### src/rtl/pulse_cnt_pkg.sv
// pulse_cnt_pkg
// Shared constants and helpers for the pulse counting blocks.
//   SAT_WRAP / SAT_SATURATE : values for the SAT overflow-mode parameter
//   ph_width(div)           : width of a phase index for a group of div edges
package pulse_cnt_pkg;

  localparam int SAT_WRAP     = 0;
  localparam int SAT_SATURATE = 1;

  // A phase index always needs at least one bit, even for DIV=1 where it
  // only ever holds 0.
  function automatic int ph_width(input int div);
    int w;
    w = $clog2(div);
    return (w < 1) ? 1 : w;
  endfunction

endpackage

### src/rtl/pulse_edge_det.sv
// pulse_edge_det
// Rising-edge detector for a level-sampled request. A request held high for
// many cycles produces a single rise; a new rise needs d low for at least one
// sampled cycle.
// Ports:
//   clk  : clock, rising edge active
//   rst  : asynchronous active-high reset (previous sample forced low)
//   d    : level input
//   rise : high while d is 1 and its previous sampled value was 0
module pulse_edge_det (
  input  logic clk,
  input  logic rst,
  input  logic d,
  output logic rise
);

  logic d_q;

  // Previous-cycle sample. Cleared by reset so a request already high when
  // reset releases still registers as an edge on the first active posedge.
  always_ff @(posedge clk or posedge rst) begin
    if (rst) begin
      d_q <= 1'b0;
    end else begin
      d_q <= d;
    end
  end

  assign rise = d & ~d_q;

endmodule

### src/rtl/pulse_nth_counter.sv
// pulse_nth_counter
// Counts every DIV-th rising edge of inc, the counted edge being the one at
// index PHASE within each group of DIV edges. Overflow either wraps (with a
// one-cycle wrap flag) or saturates at all-ones.
// Parameters:
//   WIDTH : width of cnt (>= 1)
//   DIV   : edges per group (>= 1)
//   PHASE : counted edge index inside a group (0 <= PHASE < DIV)
//   SAT   : SAT_WRAP or SAT_SATURATE
// Ports:
//   clk  : clock, rising edge active
//   rst  : asynchronous active-high reset
//   inc  : event request, only 0->1 transitions count
//   clr  : synchronous clear of count and phase; wins over a coincident edge
//   cnt  : event count
//   ph   : current phase index within the group
//   wrap : one-cycle flag after cnt rolled from all-ones to 0
//   full : cnt is all-ones
module pulse_nth_counter
  import pulse_cnt_pkg::*;
#(
  parameter int WIDTH = 4,
  parameter int DIV   = 2,
  parameter int PHASE = 0,
  parameter int SAT   = SAT_WRAP
) (
  input  logic                      clk,
  input  logic                      rst,
  input  logic                      inc,
  input  logic                      clr,
  output logic [WIDTH-1:0]          cnt,
  output logic [ph_width(DIV)-1:0]  ph,
  output logic                      wrap,
  output logic                      full
);

  localparam int PW = ph_width(DIV);
  localparam logic [WIDTH-1:0] CNT_MAX  = '1;
  localparam logic [PW-1:0]    PH_LAST  = PW'(DIV - 1);
  localparam logic [PW-1:0]    PH_MATCH = PW'(PHASE);

  // Parameter sanity, rejected at elaboration.
  if (WIDTH < 1) begin : g_bad_width
    $error("pulse_nth_counter: WIDTH must be >= 1");
  end
  if (DIV < 1) begin : g_bad_div
    $error("pulse_nth_counter: DIV must be >= 1");
  end
  if (PHASE < 0 || PHASE >= DIV) begin : g_bad_phase
    $error("pulse_nth_counter: PHASE must satisfy 0 <= PHASE < DIV");
  end
  if (SAT != SAT_WRAP && SAT != SAT_SATURATE) begin : g_bad_sat
    $error("pulse_nth_counter: SAT must be SAT_WRAP or SAT_SATURATE");
  end

  logic             rise;
  logic [WIDTH-1:0] cnt_nxt;
  logic [PW-1:0]    ph_nxt;
  logic             wrap_nxt;

  pulse_edge_det u_edge (
    .clk  (clk),
    .rst  (rst),
    .d    (inc),
    .rise (rise)
  );

  // Next-state for phase, count and wrap flag. The clear discards a
  // coincident edge entirely; the edge detector still samples inc, so a
  // request held through the clear is not recounted afterwards. The phase
  // advances on every edge, including one that saturates or wraps the count.
  always_comb begin
    cnt_nxt  = cnt;
    ph_nxt   = ph;
    wrap_nxt = 1'b0;
    if (clr) begin
      cnt_nxt = '0;
      ph_nxt  = '0;
    end else if (rise) begin
      ph_nxt = (ph == PH_LAST) ? '0 : ph + PW'(1);
      if (ph == PH_MATCH) begin
        if (cnt != CNT_MAX) begin
          cnt_nxt = cnt + WIDTH'(1);
        end else if (SAT == SAT_WRAP) begin
          cnt_nxt  = '0;
          wrap_nxt = 1'b1;
        end
      end
    end
  end

  // State registers.
  always_ff @(posedge clk or posedge rst) begin
    if (rst) begin
      cnt  <= '0;
      ph   <= '0;
      wrap <= 1'b0;
    end else begin
      cnt  <= cnt_nxt;
      ph   <= ph_nxt;
      wrap <= wrap_nxt;
    end
  end

  // Derived from the registered count only, so it cannot glitch mid-cycle.
  assign full = (cnt == CNT_MAX);

endmodule

### config.mk
export PLATFORM = sky130hd
export DESIGN_NAME = pulse_nth_counter
export DESIGN_NICKNAME = d
export VERILOG_FILES = /design/src/rtl/pulse_cnt_pkg.sv /design/src/rtl/pulse_edge_det.sv /design/src/rtl/pulse_nth_counter.sv
export SDC_FILE = /design/constraint.sdc
export NUM_CORES = 1
export LEC_CHECK = 0
export ABC_AREA = 1
export ABC_CLOCK_PERIOD_IN_PS = 2400
export CORE_AREA = 8 8 45 47
export DETAILED_ROUTE_END_ITERATION = 8
export DIE_AREA = 0 0 53 55
export HOLD_SLACK_MARGIN = 0.08
export PLACE_DENSITY_LB_ADDON = 0.08
export SLEW_MARGIN = 20
export SYNTH_ARGS = -nofsm -noshare
export SYNTH_HDL_FRONTEND = slang
export SYNTH_SLANG_ARGS = --single-unit
### constraint.sdc
create_clock -name clk -period 2.4 [get_ports clk]
set_input_delay 0.48 -clock clk [delete_from_list [all_inputs] [get_ports clk]]
set_output_delay 0.48 -clock clk [all_outputs]
set_load 0.005 [all_outputs]
==> reports/qor.yml <==
status:
  outcome: "finished clean"
place:
  gp_congestion: 0.667
  hpwl_um: 663
  io_buffers: 10
  placed_area_um2: 467
  dp.cells: 68
sta:
  worst_hold_slack_ns: 0.452
  post-route-min-period_ns: 2.17
  fin_worst_skew_ns: 0.00135
  tightest_slew_ns: 0.270
  fmax_ghz: 0.461
  setup-violations-final: 0
  rsz0062_at_grt: "false"
  slew_violations: 0
  period_share_pct: 90.4
  finalHoldViolCount: 0
  timing.setup.tns_ns: 0
  slew_headroom_pct: 82.0
logic_synthesis:
  syn_avg_cell_area_um2: 8.25
  synth-seq-area-share_pct: 50.5
  ys_ff_latch: 7
  syn_inst: 42
  syn_area_um2: 347
  ys_types: 14
  ys_warn_count: 0
  syn-num-nets: 47
worst_setup_path:
  cp_slowest_cell: "clkdlybuf4s50_1"
  crit_path_max_fanout: 6
  worstPathArrival_ns: 1.69
  startpoint_type: "flip-flop"
  crit_chain: "ha_1, nand2_1, inv_1, nand2_2, inv_1, clkdlybuf4s50_1"
  cp-end-kind: "primary output"
  crit_path_frequent_cell: "inv_1"
  crit_path_max_incr_delay_ns: 0.49
  critPathKind: "flip-flop to primary output"
  required_ns: 1.92
finish:
  fillers: 144
  final_layout_size_suffix_gt1_share_pct: 12.5
  final_common_cell: "clkdlybuf4s50_1"
  area_growth_pct: 42.2
  layout_common_cells: "clkdlybuf4s50_1 (10), nand2_1 (8), inv_1 (7), dfrtp_1 (7), nand3_1 (6)"
  n_antenna_cell: 0
  final_cells: 72
  design_area_um2: 493
  nets: 62
  final_util_pct: 35.6
detailed_routing:
  vias: 324
  drtAntennaViolNets: 0
  wirelength_um: 845
  drtIter0Drc: 4
  drt-pass1-iter-count: 3
  drc: 0
  viasPerCell: 4.50
  post_drt_wl_per_cell_um: 11.7
die:
  die_height_um: 55
  start_util_pct: 25.0
  coreArea_um2: 1380
  design.die.area_um2: 2920
  rows: 14
  ios: 11
  die_x_um: 53
pwr:
  ir_worst_vdd_v: 0.000183
  power_density_nw_per_um2: 533
  cellLeakagePower_nw: 0.257
clock_tree:
  clock-root-buffer: "clkbuf_4"
  cts.sink_count: 7
  cts_htree_levels: 1
  holdBufCountCts: 0
  clk_pin_slew_ns: 0.05
  cts-buffers-inserted: 3
  clk_path_buf_depth: 2
  clkLatencyLatePin_ns: 0.25
  post_cts_buffers: 0
  tritoncts: "yes"
  cts_resized: 0
hold_path:
  min_path_type: "input port to async pin"
grt:
  grt_start_max_net_pins: 8
  grt_antenna_before_repair: 0
  grt-ovfl-total: 0
  grt_pass1_vias: 334
  grt_pass1_wl_um: 1360
  grt.total_usage_pct: 6.59
job:
  drv_cap: 0
path summary, 6_finish.rpt:
path,from,to,slack [ns],depth (start not counted)
max in group asynchronous,rst,cnt[3],1.74,2
worst min register to register,cnt[1],cnt[1],0.60,2
min in group clk,cnt[1],cnt[1],0.60,2
worst max-delay path,cnt[0],full,0.23,6
worst min-delay path,rst,u_edge.d_q,0.45,2
worst max register to register,cnt[0],cnt[0],1.25,6
power by group:
part / leakage (nW) / total, mW / switching (mW) / internal (mW)
clock: 0.0150 / 0.109 / 0.0450 / 0.0635
sequential: 0.0941 / 0.126 / 0.00419 / 0.122
combinational: 0.148 / 0.0280 / 0.0142 / 0.0139
total: 0.257 / 0.263 / 0.0634 / 0.200
synth_stat cells:
cell type,instances,area [µm²]
nand2_1,8,30.0
dfrtp_1,7,175
inv_1,7,26.3
nand3_1,6,30.0
nor2_1,3,11.3
nand4_1,2,12.5
o21ai_0,2,10.0
ha_1,1,12.5
inv_2,1,3.75
nand2_2,1,6.26
nand3_2,1,10.0
nand3b_1,1,7.51
nor2_2,1,6.26
o21ai_1,1,5.00
routing by layer:
layer	GRT usage [%]	vias to the layer above	share of wire, %
li1	-	161	-
met1	6.16	150	41
met2	10.4	10	46
met3	2.41	3	9.0
met4	7.76	0	3.7
met5	0	-	0
cells by family after synthesis:
family,count (synthesis),share of synthesized area (%)
simple gates,23,32.9
buf+inv,8,8.66
flops,7,50.5
compound gates,3,4.33
fa+ha+maj,1,3.61
layout make-up:
class | instances | area, µm² | area share, %
Clock buffer | 4 | 26.3 | 5.33
Inverter | 8 | 30.0 | 6.09
Timing Repair Buffer | 10 | 100 | 20.3
Tap cell | 16 | 20.0 | 4.06
Sequential cell | 7 | 175 | 35.5
Multi-Input combinational cell | 27 | 141 | 28.7
state kept, by name, summed over array words and instances (netlist names):
register	flops
u_edge.d_q	1
ph	1
cnt	4
wrap	1
critical path, delay by kind of cell, from the launching register on:
kind	cells	cell delay, ns
fa+ha+maj	1	0.21
buf+inv	3	0.64
flops	1	0.45
simple gates	2	0.14
metrics by stage:
step                      total power, mW  worst slack, ns
after floorplan                     0.140             1.06
after global placement              0.155            0.543
after detailed placement            0.157            0.514
after CTS                           0.270            0.214
after global routing                0.276            0.120
final                               0.263            0.230
Power figures use the tool's default switching activity.
